`src/rtl/pipe_ctrl_pkg.sv`:
```
// Shared types and constants for the five-stage pipeline hazard controller.
package pipe_ctrl_pkg;

    // Register-specifier width carried by the shadow stages (MIPS: 32 registers).
    localparam int SHADOW_REG_W = 5;

    // Memory-wait state machine.
    typedef enum logic [1:0] {
        RUN   = 2'b00,
        MWAIT = 2'b01,
        ERR   = 2'b10
    } mem_state_e;

    // EX-operand forwarding selects.
    localparam logic [1:0] FWD_REG = 2'b00;
    localparam logic [1:0] FWD_WB  = 2'b01;
    localparam logic [1:0] FWD_MEM = 2'b10;

    // Shadow of the instruction sitting in EX.
    typedef struct packed {
        logic [SHADOW_REG_W-1:0] rs;
        logic [SHADOW_REG_W-1:0] rt;
        logic [SHADOW_REG_W-1:0] rd;
        logic                    regwrite;
        logic                    memread;
    } ex_shadow_t;

    // Shadow of the instruction sitting in MEM or WB (only the write-back info matters).
    typedef struct packed {
        logic [SHADOW_REG_W-1:0] rd;
        logic                    regwrite;
    } wr_shadow_t;

    localparam ex_shadow_t EX_BUBBLE = '{
        rs:       {SHADOW_REG_W{1'b0}},
        rt:       {SHADOW_REG_W{1'b0}},
        rd:       {SHADOW_REG_W{1'b0}},
        regwrite: 1'b0,
        memread:  1'b0
    };

    localparam wr_shadow_t WR_BUBBLE = '{
        rd:       {SHADOW_REG_W{1'b0}},
        regwrite: 1'b0
    };

    // A producer is a forwarding candidate only if it really writes a register other than r0.
    function automatic logic rd_live(input logic [SHADOW_REG_W-1:0] rd, input logic regwrite);
        return regwrite && (rd != {SHADOW_REG_W{1'b0}});
    endfunction

endpackage

```
`src/rtl/pipe_hazard_ctrl_fwd_select.sv`:
```
// Forwarding-select for one EX operand: MEM producer beats WB producer beats register file.
module fwd_select
    import pipe_ctrl_pkg::*;
#(
    parameter int REG_W = SHADOW_REG_W
) (
    input  logic [REG_W-1:0] i_op,
    input  logic [REG_W-1:0] i_mem_rd,
    input  logic             i_mem_regwrite,
    input  logic [REG_W-1:0] i_wb_rd,
    input  logic             i_wb_regwrite,
    output logic [1:0]       o_sel
);

    logic w_mem_hit;
    logic w_wb_hit;

    assign w_mem_hit = rd_live(i_mem_rd, i_mem_regwrite) && (i_mem_rd == i_op);
    assign w_wb_hit  = rd_live(i_wb_rd, i_wb_regwrite) && (i_wb_rd == i_op);

    // Priority select: the younger (MEM) result is the architecturally correct one.
    always_comb begin
        o_sel = FWD_REG;
        if (w_mem_hit) begin
            o_sel = FWD_MEM;
        end else if (w_wb_hit) begin
            o_sel = FWD_WB;
        end else begin
            o_sel = FWD_REG;
        end
    end

endmodule

```
`src/rtl/pipe_hazard_ctrl.sv`:
```
// Central stall / flush / forward controller for the five-stage MIPS pipeline.
// Tracks destination info of EX/MEM/WB in shadow registers and freezes the
// whole pipeline while a data-memory access waits for dmem_ready.
module pipe_hazard_ctrl
    import pipe_ctrl_pkg::*;
#(
    parameter int REG_W       = SHADOW_REG_W,
    parameter int MEM_TIMEOUT = 16,
    parameter int CNT_W       = 16
) (
    input  logic             clk,
    input  logic             reset,
    input  logic             id_valid,
    input  logic [REG_W-1:0] id_rs,
    input  logic [REG_W-1:0] id_rt,
    input  logic             id_uses_rt,
    input  logic [REG_W-1:0] id_wr_reg,
    input  logic             id_regwrite,
    input  logic             id_memread,
    input  logic             mem_pcsrc,
    input  logic             mem_access,
    input  logic             dmem_ready,
    output logic             pc_en,
    output logic             if_id_en,
    output logic             pipe_en,
    output logic             if_id_flush,
    output logic             id_ex_flush,
    output logic             ex_mem_flush,
    output logic [1:0]       fwd_a,
    output logic [1:0]       fwd_b,
    output logic             mem_err,
    output logic [CNT_W-1:0] stall_cycles,
    output logic [CNT_W-1:0] flush_events
);

    localparam int                WCNT_W    = $clog2(MEM_TIMEOUT + 1);
    localparam logic [WCNT_W-1:0] WCNT_ONE  = WCNT_W'(1);
    localparam logic [WCNT_W-1:0] WCNT_LAST = WCNT_W'(MEM_TIMEOUT - 1);
    localparam logic [CNT_W-1:0]  CNT_ONE   = CNT_W'(1);
    localparam logic [CNT_W-1:0]  CNT_MAX   = {CNT_W{1'b1}};

    // Shadow stages and FSM state.
    ex_shadow_t        r_ex;
    wr_shadow_t        r_mem;
    wr_shadow_t        r_wb;
    mem_state_e        r_state;
    logic [WCNT_W-1:0] r_wait_cnt;
    logic              r_mem_err;
    logic [CNT_W-1:0]  r_stall_cycles;
    logic [CNT_W-1:0]  r_flush_events;

    // Combinational decisions.
    ex_shadow_t w_id_fields;
    wr_shadow_t w_ex_fields;
    logic       w_freeze;
    logic       w_hazard;
    logic       w_branch;
    logic       w_load_use;

    assign w_id_fields = '{
        rs:       id_rs,
        rt:       id_rt,
        rd:       id_wr_reg,
        regwrite: id_regwrite,
        memread:  id_memread
    };

    assign w_ex_fields = '{
        rd:       r_ex.rd,
        regwrite: r_ex.regwrite
    };

    // Freeze whenever an outstanding data-memory access has not completed, or after a timeout.
    always_comb begin
        w_freeze = 1'b0;
        case (r_state)
            RUN:     w_freeze = mem_access && !dmem_ready;
            MWAIT:   w_freeze = !dmem_ready;
            ERR:     w_freeze = 1'b1;
            default: w_freeze = 1'b1;
        endcase
    end

    // A load in EX whose destination is read by the instruction in decode.
    assign w_hazard = id_valid && r_ex.memread
                      && (r_ex.rd != {SHADOW_REG_W{1'b0}})
                      && ((r_ex.rd == id_rs) || (id_uses_rt && (r_ex.rd == id_rt)));

    // Freeze beats branch, branch beats load-use (the dependent instruction is being squashed anyway).
    assign w_branch   = !w_freeze && mem_pcsrc;
    assign w_load_use = !w_freeze && !mem_pcsrc && w_hazard;

    // Pipeline enables and bubble injection for the current cycle.
    always_comb begin
        pc_en        = 1'b1;
        if_id_en     = 1'b1;
        pipe_en      = 1'b1;
        if_id_flush  = 1'b0;
        id_ex_flush  = 1'b0;
        ex_mem_flush = 1'b0;
        if (w_freeze) begin
            pc_en    = 1'b0;
            if_id_en = 1'b0;
            pipe_en  = 1'b0;
        end else if (w_branch) begin
            if_id_flush  = 1'b1;
            id_ex_flush  = 1'b1;
            ex_mem_flush = 1'b1;
        end else if (w_load_use) begin
            pc_en       = 1'b0;
            if_id_en    = 1'b0;
            id_ex_flush = 1'b1;
        end else begin
            pc_en    = 1'b1;
            if_id_en = 1'b1;
        end
    end

    fwd_select #(
        .REG_W (SHADOW_REG_W)
    ) u_fwd_a (
        .i_op           (r_ex.rs),
        .i_mem_rd       (r_mem.rd),
        .i_mem_regwrite (r_mem.regwrite),
        .i_wb_rd        (r_wb.rd),
        .i_wb_regwrite  (r_wb.regwrite),
        .o_sel          (fwd_a)
    );

    fwd_select #(
        .REG_W (SHADOW_REG_W)
    ) u_fwd_b (
        .i_op           (r_ex.rt),
        .i_mem_rd       (r_mem.rd),
        .i_mem_regwrite (r_mem.regwrite),
        .i_wb_rd        (r_wb.rd),
        .i_wb_regwrite  (r_wb.regwrite),
        .o_sel          (fwd_b)
    );

    // Shadow stages advance in lock-step with the datapath pipeline registers.
    always_ff @(posedge clk or posedge reset) begin
        if (reset) begin
            r_ex  <= EX_BUBBLE;
            r_mem <= WR_BUBBLE;
            r_wb  <= WR_BUBBLE;
        end else if (pipe_en) begin
            r_ex  <= id_ex_flush ? EX_BUBBLE : w_id_fields;
            r_mem <= ex_mem_flush ? WR_BUBBLE : w_ex_fields;
            r_wb  <= r_mem;
        end
    end

    // Memory-wait FSM: counts wait cycles and latches a sticky error on timeout.
    always_ff @(posedge clk or posedge reset) begin
        if (reset) begin
            r_state    <= RUN;
            r_wait_cnt <= {WCNT_W{1'b0}};
            r_mem_err  <= 1'b0;
        end else begin
            case (r_state)
                RUN: begin
                    if (mem_access && !dmem_ready) begin
                        r_state    <= MWAIT;
                        r_wait_cnt <= {WCNT_W{1'b0}};
                    end
                end
                MWAIT: begin
                    r_wait_cnt <= r_wait_cnt + WCNT_ONE;
                    if (dmem_ready) begin
                        r_state <= RUN;
                    end else if (r_wait_cnt == WCNT_LAST) begin
                        r_state   <= ERR;
                        r_mem_err <= 1'b1;
                    end
                end
                ERR: begin
                    r_state   <= ERR;
                    r_mem_err <= 1'b1;
                end
                default: begin
                    r_state    <= RUN;
                    r_wait_cnt <= {WCNT_W{1'b0}};
                end
            endcase
        end
    end

    // Saturating performance counters for lost cycles and branch flushes.
    always_ff @(posedge clk or posedge reset) begin
        if (reset) begin
            r_stall_cycles <= {CNT_W{1'b0}};
            r_flush_events <= {CNT_W{1'b0}};
        end else begin
            if ((w_freeze || w_load_use) && (r_stall_cycles != CNT_MAX)) begin
                r_stall_cycles <= r_stall_cycles + CNT_ONE;
            end
            if (w_branch && (r_flush_events != CNT_MAX)) begin
                r_flush_events <= r_flush_events + CNT_ONE;
            end
        end
    end

    assign mem_err      = r_mem_err;
    assign stall_cycles = r_stall_cycles;
    assign flush_events = r_flush_events;

endmodule

```
`config.mk`:
```
export PLATFORM = sky130hd
export DESIGN_NAME = pipe_hazard_ctrl
export DESIGN_NICKNAME = d
export VERILOG_FILES = /design/src/rtl/pipe_ctrl_pkg.sv /design/src/rtl/pipe_hazard_ctrl_fwd_select.sv /design/src/rtl/pipe_hazard_ctrl.sv
export SDC_FILE = /design/constraint.sdc
export NUM_CORES = 1
export LEC_CHECK = 0
export CAP_MARGIN = 20
export CORE_ASPECT_RATIO = 0.7
export CORE_MARGIN = 4
export CORE_UTILIZATION = 25
export CTS_BUF_LIST = sky130_fd_sc_hd__clkbuf_8
export CTS_CLUSTER_DIAMETER = 60
export DETAILED_ROUTE_END_ITERATION = 7
export PLACE_DENSITY = 0.41
export SYNTH_ARGS = -nofsm -noshare
export SYNTH_HDL_FRONTEND = slang
export SYNTH_HIERARCHICAL = 1
export SYNTH_SLANG_ARGS = --single-unit
```
`constraint.sdc`:
```
create_clock -name clk -period 4.15 [get_ports clk]
set_clock_uncertainty 0.2 [all_clocks]
set_input_delay 1.0375 -clock clk [delete_from_list [all_inputs] [get_ports clk]]
set_output_delay 1.0375 -clock clk [all_outputs]
set_load 0.02 [all_outputs]
```
==> results of run 1 <==
[cell usage in the layout, fill, tap and decap left out, drive strengths merged, types with 6 or more instances in the layout]
master	count
nor3	9
dfrtp	69
clkbuf	10
nand3	20
o21ai	14
a22o	17
nand2b	6
clkdlybuf4s50	63
nand4	12
xnor2	37
nand2	41
nor2	10
buf	15
xor2	20
and3	10
[state kept, by name, summed over array words and instances, names as in the netlist]
register      count
stall_cycles     16
r_mem             6
flush_events     16
r_wb              6
r_ex             17
mem_err           1
r_wait_cnt        5
r_state           2
[repair_timing]
item                                    4_1_cts  5_1_grt
gates resized for setup                       4        1
gates cloned                                  0        0
endpoints found under the setup margin        3        2
[kinds of logic (layout without fill, tap and decap cells)]
kind of cell	count (synthesis)	in the layout	synth area share [%]
AND/OR/NAND/NOR	121	121	18.5
flip-flops	69	69	51.0
XOR/XNOR	57	57	14.7
AO/OA/AOI/OAI	45	45	10.7
buffers and inverters	18	102	2.59
adder cells (fa/ha/maj)	4	4	1.48
multiplexers	3	3	0.961
[critical path: cells and delay by family]
kind / cells / cell delay, ps
AO/OA/AOI/OAI: 2 / 300
buffers and inverters: 2 / 780
AND/OR/NAND/NOR: 2 / 700
[worst max-delay path by stage]
stage                              to  cells past startpoint       start
after detailed placement  id_ex_flush                      6  mem_access
final                     id_ex_flush                      6  mem_access
after global placement    id_ex_flush                      6  mem_access
after floorplan                 pc_en                      6  mem_access
after global routing      id_ex_flush                      6  mem_access
after CTS                 id_ex_flush                      6  mem_access
[area by class of cell]
cell class                      count  area, um^2  share of cell area, %
Clock buffer                       10         138                   3.04
Inverter                            5        18.8                  0.414
Timing Repair Buffer               81         786                   17.4
Clock inverter                      6        53.8                   1.19
Sequential cell                    69        1730                   38.1
Multi-Input combinational cell    230        1570                   34.8
Tap cell                          185         231                   5.11
[stage by stage]
| step | worst slack [ps] | cells | instance area [um^2] | setup TNS, ps |
|---|---|---|---|---|
| 4_1_cts | 74.9 | 586 | 4530 | 0 |
| 2_1_floorplan | 555 | 317 | 3390 | 0 |
| 5_1_grt | 32.1 | 586 | 4530 | 0 |
| 3_5_place_dp | -335 | 570 | 4340 | -612 |
| 3_3_place_gp | -342 | 569 | 4330 | -599 |
| 6_report | 112 | 586 | 4530 | 0 |
[where the power goes]
group	internal [W]	total (W)	switching, W
Sequential	0.000768	0.000909	0.000140
Combinational	0.000263	0.000510	0.000247
Clock	0.000288	0.000550	0.000262
[layer usage]
metal	global-route usage [%]	vias up	wire (um)
met2	16.8	53	3760
li1	-	1282	-
met1	18.7	1251	4720
met5	0	-	0
met4	2.73	0	99
met3	4.17	10	502
==> qor.txt, run 1 <==
Status -> complete, no violations
Placer Congestion -> 0.740
Crit path required time -> 2910 ps
Largest net degree at the start of global routing -> 40
Startpoint Class -> primary input
Reg2reg path depth -> 6
Post-synthesis register bit count -> 69
Antenna-violating nets left -> 0
P&R area growth vs syn -> 33.7%
R2r setup slk -> 1470 ps
Via/cell ratio -> 4.43
DP HPWL -> 6.60 mm
Fillers -> 1,375
Starting DRT DRC Count -> 143
Syn avg cell area -> 10.7 um^2
CTS buffer count -> 9
WL/cell -> 15.5 um
Number of global-route vias before repair -> 2,635
DIE WIDTH -> 147 um
R2R Path End -> stall_cycles[1]
Initial cell density of the core -> 25.6%
Critical Path Max Stage Delay -> 540 ps
Die Area -> 15,500 um^2
Max-Cap Viols -> 0
Core ar. -> 13,200 um^2
Fin util -> 34.2%
Cell Chain, Critical Path -> clkdlybuf4s50_1 > nor2_1 > o21ai_2 > or4_4 > o21ai_1 > dlygate4sd2_1
First-pass DRT Iterations -> 4
Fin. Hold Viols -> 0
Sequential area share after synthesis -> 51.0%
Antenna violations before repair -> 0
Synth top area share -> 51.0%
Worst Path Arrival -> 2800 ps
Clk slew on worst S/H paths -> 70 ps
Synth area leaders -> dfrtp_1 51%, xnor2_1 9.6%, xor2_1 5.2%
CP max stage cell -> or4_4
RSZ-0062 raised after global routing -> false
Distinct cells, synth -> 39
Final setup viols -> 0
Hold EP -> r_state[0]
Final worst path period need -> 4040 ps
Worst-skew pair later-pin latency -> 350 ps
Peak VDD IR -> 0.000224 V
Post-synth ARST share -> 100%
Vias -> 2,596
Clk buf depth -> 2
Num rows -> 35
Share of layout cells above drive strength 1 -> 11.7%
Post-synth top cells -> 69 x dfrtp_1, 41 x nand2_1, 37 x xnor2_1, 20 x nand3_1, 20 x xor2_1
Global-route wire length before repair -> 15.2 mm
Final hold slack -> 277 ps
Total gr overflow -> 0
Pwr Density -> 435 nW/um^2
CTS sink cnt -> 69
I/O pin count -> 67
Syn Std Cell Area -> 3390 um^2
DRC -> 0
Most numerous cell in the Yosys netlist -> dfrtp_1
Rel. slew slack -> 52.0%
GR Util All Layers -> 12.3%
Period utilisation layout -> 97.3%
Min-delay src -> r_state[1]
Reg2reg start -> r_state[0]
LEAKAGE -> 1.92 nW
Warnings, synthesis -> 6
Fin. max-slew vios -> 0
CTS tree -> done
Mapped Cells -> 317
Post-CTS Setup Bufs -> 0
Post-Route WL -> 9.08 mm
Hold path depth -> 1
EDFF count, synth -> 0
Die height -> 105 um
Ant. Diodes -> 0
Net count after synthesis -> 345
# H-tree levels -> 3
Worst min-delay path class -> reg -> reg
Critical path class -> in -> out
Yosys top cell by area -> dfrtp_1
# nets final -> 424
Pwr Total -> 0.00197 W
CTS Root Cell -> clkbuf_8
CTS Hold Bufs -> 0
Synth Flop Type -> dfrtp_1
Maximum fanout along the worst path -> 3
Type of destination of the critical path -> output port
IO buf count -> 66
Max frequency -> 0.248 GHz
Worst slew pin tran -> 719 ps
Note: power is estimated with default switching activity, not from simulation.
==> inputs of run 2 (changes only) <==
CORE_UTILIZATION = 55   (was 25)
CTS_CLUSTER_DIAMETER = 120   (was 60)
PLACE_DENSITY = 0.8   (was 0.41)
==> run 2 against run 1 <==
Core utilization increased by 42 points. Count of clock-buffer cells in the layout stayed put. Final cell count decreased by 19%. Clock power grew 34%. Via count increased by 3.2%. Worst setup slack got worse by 17 ps. Critical endpoint is now pc_en. Largest cell class unchanged. Highest routed layer unchanged.
==> qor.txt, run 2 (synthesis gave the netlist of run 1 again) <==
Final worst path period need -> 4060 ps
# nets final -> 423
Clk slew on worst S/H paths -> 70 ps
DRC -> 0
Fin. Hold Viols -> 0
Placement Cell Area -> 4170 um^2
Post-Route WL -> 7.92 mm
Die Area -> 7500 um^2
Reg2reg start -> r_ex[5]
Worst min-delay path class -> reg -> reg
Commonest non-fill, non-tap cell in the layout -> dfrtp_1
Fin util -> 76.4%
Antenna-violating nets left -> 0
WL/cell -> 16.7 um
CTS sink cnt -> 69
R2R Path End -> stall_cycles[1]
Critical path class -> in -> out
Largest delay contributor family on the critical path -> simple AND/OR/NAND/NOR gates
Fin area -> 4460 um^2
I/O pin count -> 67
CTS tree -> done
Clk buf depth -> 2
Period utilisation layout -> 97.7%
Worst Path Arrival -> 2820 ps
Worst slew pin tran -> 751 ps
Largest net degree at the start of global routing -> 40
Total gr overflow -> 0
DP HPWL -> 5.62 mm
Setup_tns -> 0 ps
Hold EP -> r_state[0]
Number of global-route vias before repair -> 2,666
# H-tree levels -> 3
Global-route wire length before repair -> 13.3 mm
Share of layout cells above drive strength 1 -> 11.8%
Initial cell density of the core -> 58.0%
Type of destination of the critical path -> output port
IO buf count -> 66
Num rows -> 23
DIE WIDTH -> 102 um
Hold path depth -> 1
R2r setup slk -> 1420 ps
Pwr Density -> 482 nW/um^2
GR Util All Layers -> 23.0%
CP most frequent cell -> nor2_1
Via/cell ratio -> 5.64
Most frequent cells in the layout -> 69 x dfrtp_1, 63 x clkdlybuf4s50_1, 41 x nand2_1, 37 x xnor2_1
Post-Layout Cell Count -> 475
Peak VDD IR -> 0.000450 V
First-pass DRT Iterations -> 4
Post-placement cell count -> 457
Antenna violations before repair -> 0
Vias -> 2,678
Maximum fanout along the worst path -> 3
Rel. slew slack -> 49.8%
LEAKAGE -> 1.95 nW
Startpoint Class -> primary input
Placer Congestion -> 0.877
Max FFs per register -> 17
Core ar. -> 5840 um^2
Crit path required time -> 2910 ps
Status -> complete, no violations
Starting DRT DRC Count -> 152
Max-Cap Viols -> 0
Final setup margin -> 94.9 ps
Cell Chain, Critical Path -> clkdlybuf4s50_1 > nor2_2 > o21ai_2 > or4_4 > nor2_1 > nor2_1 > dlygate4sd2_1
CTS buffer count -> 9
Max frequency -> 0.247 GHz
P&R area growth vs syn -> 31.8%
CP max stage cell -> or4_4
Post-placement worst setup slack -> -224 ps
Die height -> 73.6 um
CTS Root Cell -> clkbuf_8
Worst-skew pair later-pin latency -> 350 ps
Min-delay src -> r_state[1]
Crit path buf inv count -> 2
Final setup viols -> 0
Reg2reg path depth -> 7
Critical Path Max Stage Delay -> 520 ps
Fin. max-slew vios -> 0
Ant. Diodes -> 0
Largest Register -> r_ex
## run 2: layout make-up
type | count | area [um^2]
Fill cell | 382 | 1380
Inverter | 5 | 18.8
Timing Repair Buffer | 80 | 778
Multi-Input combinational cell | 230 | 1570
Clock buffer | 10 | 138
Clock inverter | 6 | 134
Tap cell | 75 | 93.8
Sequential cell | 69 | 1730
## run 2: routing by layer
| layer | part of all wire, % | vias to the layer above | routed length [um] | track usage, % |
|---|---|---|---|---|
| met5 | 0 | - | 0 | 0 |
| met4 | 1.2 | 0 | 94 | 5.46 |
| met2 | 46 | 68 | 3670 | 34.7 |
| li1 | - | 1274 | - | - |
| met3 | 5.6 | 8 | 443 | 7.59 |
| met1 | 47 | 1328 | 3710 | 32.6 |
## run 2: power breakdown
group / total (W) / switching, W / leakage (nW) / internal [W]
clock network: 0.000737 / 0.000261 / 0.136 / 0.000476
registers: 0.000907 / 0.000138 / 0.910 / 0.000769
logic: 0.000505 / 0.000243 / 0.899 / 0.000262
total: 0.00215 / 0.000642 / 1.95 / 0.00151
## run 2: metrics by stage
| step | total power (W) | hold slack (ps) |
|---|---|---|
| floorplan | 0.00119 | 233 |
| global placement | 0.00141 | 249 |
| detailed placement | 0.00142 | 272 |
| CTS | 0.00216 | 274 |
| global route | 0.00225 | 296 |
| finish | 0.00215 | 282 |
## run 2: worst max path at each step
stage,startpoint,end,slack (ps),depth (start not counted)
after global routing,id_rt[3],if_id_en,-20,7
after floorplan,mem_access,pc_en,550,6
after global placement,mem_access,id_ex_flush,-180,6
final,mem_access,pc_en,90,7
after detailed placement,mem_access,id_ex_flush,-220,6
after CTS,mem_access,pc_en,70,7
## run 2: timing repair
action                                  in CTS  in global routing
pin swaps                                    0                  1
setup buffers                                0                  1
gates cloned                                 0                  0
resized for setup                            3                  1
hold buffers                                 0                  0
endpoints found under the setup margin       3                  2
==> inputs of run 3 (changes only) <==
--- a/config.mk
+++ b/config.mk
@@ -8,5 +8,7 @@
 export CAP_MARGIN = 20
-export CORE_ASPECT_RATIO = 0.7
+export CELL_PAD_IN_SITES_DETAIL_PLACEMENT = 1
+export CELL_PAD_IN_SITES_GLOBAL_PLACEMENT = 1
+export CORE_ASPECT_RATIO = 0.9
 export CORE_MARGIN = 4
-export CORE_UTILIZATION = 55
+export CORE_UTILIZATION = 45
 export CTS_BUF_LIST = sky130_fd_sc_hd__clkbuf_8
@@ -14,3 +16,3 @@
 export DETAILED_ROUTE_END_ITERATION = 7
-export PLACE_DENSITY = 0.8
+export PLACE_DENSITY = 0.84
 export SYNTH_ARGS = -nofsm -noshare
==> constraint.sdc (replaced) <==
create_clock -name clk -period 4.15 [get_ports clk]
set_clock_uncertainty 0.2 [all_clocks]
set_input_delay 0.415 -clock clk [delete_from_list [all_inputs] [get_ports clk]]
set_output_delay 0.415 -clock clk [all_outputs]
set_load 0.02 [all_outputs]
==> run 3 against run 2 <==
Combinational power hardly changed. Core utilization is 16 points lower. Hold slack worse by 0.82 ps. Highest routed layer unchanged. Sequential power is 1% higher. Cell area is 2.5% lower. Die area is 20% higher. Critical path depth is 1 higher. Final cell count is 1.7% higher. Largest power group unchanged. Clock power is 17% lower. Sequential share of layout area is 0.99 points higher. Wire length is 10% higher.
==> qor.txt, run 3 (synthesis gave the netlist of run 1 again) <==
Max frequency -> 0.298 GHz
Worst path depth -> 8
Pwr Total -> 0.00203 W
Seq. cell area -> 1730 um^2
CP most frequent cell -> nor2_1
Clk slew on worst S/H paths -> 80 ps
IO buf count -> 66
CTS buffer count -> 9
Global-route wire length before repair -> 14.7 mm
Die height -> 90.3 um
Maximum fanout along the worst path -> 17
Post-placement worst setup slack -> 808 ps
Num rows -> 29
Number of global-route vias before repair -> 2,867
Total gr overflow -> 0
Fin area -> 4350 um^2
Critical Path Max Stage Delay -> 550 ps
Placer Congestion -> 0.831
Type of destination of the critical path -> output port
Rel. slew slack -> 41.9%
Sw power -> 0.000653 W
Max-Cap Viols -> 0
Worst slew pin tran -> 872 ps
Final worst path period need -> 3350 ps
Post-CTS Setup Bufs -> 0
Vias -> 2,656
RSZ-0062 raised after global routing -> false
Max FFs per register -> 17
Placement Cell Area -> 4120 um^2
CTS sink cnt -> 69
Largest net degree at the start of global routing -> 70
Ant. Diodes -> 0
First-pass DRT Iterations -> 5
Antenna violations before repair -> 0
Cell Chain, Critical Path -> clkdlybuf4s50_1 > nor2_1 > o21ai_2 > buf_4 > or4_4 > nor2_1 > nor2_1 > clkdlybuf4s50_1
Core ar. -> 7180 um^2
DP HPWL -> 6.28 mm
Critical path class -> in -> out
Fillers -> 773
P&R area growth vs syn -> 28.5%
CP max stage cell -> or4_4
Sw Ratio -> 32.1%
Most frequent cells in the layout -> 69 x dfrtp_1, 66 x clkdlybuf4s50_1, 41 x nand2_1, 37 x xnor2_1
Reg2reg path depth -> 6
Hold path depth -> 1
Die Area -> 8980 um^2
Post-Route WL -> 8.74 mm
WL/cell -> 18.1 um
Via/cell ratio -> 5.50
# nets final -> 413
PostCTS Resize Cnt -> 0
Crit path required time -> 3530 ps
Crit path buf inv count -> 3
Final setup viols -> 0
Largest delay contributor family on the critical path -> buffers and inverters
Worst Path Arrival -> 2740 ps
LEAKAGE -> 1.87 nW
Period utilisation layout -> 80.8%
Final setup margin -> 797 ps
CTS tree -> done
Fin. max-slew vios -> 0
Setup_tns -> 0 ps
Starting DRT DRC Count -> 97
Status -> complete, no violations
Startpoint Class -> primary input
Power Internal -> 0.00138 W
DRC -> 0
Worst min-delay path class -> reg -> reg
Fin. Hold Viols -> 0
Worst-skew pair later-pin latency -> 340 ps
DIE WIDTH -> 99.4 um
Clock Power Share -> 30.1%
CTS Hold Bufs -> 0
# H-tree levels -> 3
Clk buf depth -> 2
Largest Register -> r_ex
CTS Root Cell -> clkbuf_8
Antenna-violating nets left -> 0
GR Util All Layers -> 20.6%
Commonest non-fill, non-tap cell in the layout -> dfrtp_1
Initial cell density of the core -> 47.1%
Gate power share -> 24.9%
Pwr Density -> 467 nW/um^2
Share of layout cells above drive strength 1 -> 9.23%
Peak VDD IR -> 0.000316 V
Multi-input logic area -> 1570 um^2
I/O pin count -> 67
Register share of total power -> 45.1%
run 3: changes by cell type in the layout (fill, tap and decap cells not counted), sizes merged:
cell	before	now
buf	14	4
clkdlybuf4s50	63	66
dlygate4sd2	3	0
bufinv	4	2
clkinv	3	4
clkinvlp	0	1
run 3: final cells by class:
class                           count  share of cell area, %
Clock buffer                       10                   3.16
Inverter                            5                  0.431
Multi-Input combinational cell    230                   36.1
Clock inverter                      6                   1.98
Timing Repair Buffer               70                   16.0
Tap cell                           93                   2.67
Sequential cell                    69                   39.7
run 3: layer usage:
layer / vias to the layer above / share of wire, % / track usage [%]
met5: - / 0 / 0
met4: 0 / 1.3 / 4.21
met3: 12 / 3.9 / 5.56
met2: 59 / 49 / 33.3
met1: 1326 / 46 / 27.8
li1: 1259 / - / -
run 3: per-stage QoR:
stage	util (%)	std cells	hold slack [ps]
final	60.6	483	281
after global routing	60.6	483	311
after CTS	60.4	482	287
after detailed placement	57.3	466	257
after global placement	57.3	466	247
after floorplan	-	317	233
run 3: power by group through the flow:
| stage | Clock (W) | Combinational [W] | Sequential, W |
|---|---|---|---|
| 2_1_floorplan | 0 | 0.000228 | 0.000960 |
| 3_3_place_gp | 0 | 0.000489 | 0.000915 |
| 3_5_place_dp | 0 | 0.000506 | 0.000926 |
| 4_1_cts | 0.000621 | 0.000512 | 0.000916 |
| 5_1_grt | 0.000665 | 0.000548 | 0.000935 |
| 6_report | 0.000611 | 0.000505 | 0.000916 |
run 3: path summary, 6_finish.rpt:
kind | start | slack [ps] | endpoint
max | mem_access | 800 | if_id_en
min reg2reg | mem_err | 280 | mem_err
min | mem_err | 280 | mem_err
max reg2reg | r_state[0] | 1400 | stall_cycles[1]
max in group asynchronous | reset | 2730 | r_mem[4]
min in group asynchronous | reset | 450 | flush_events[13]
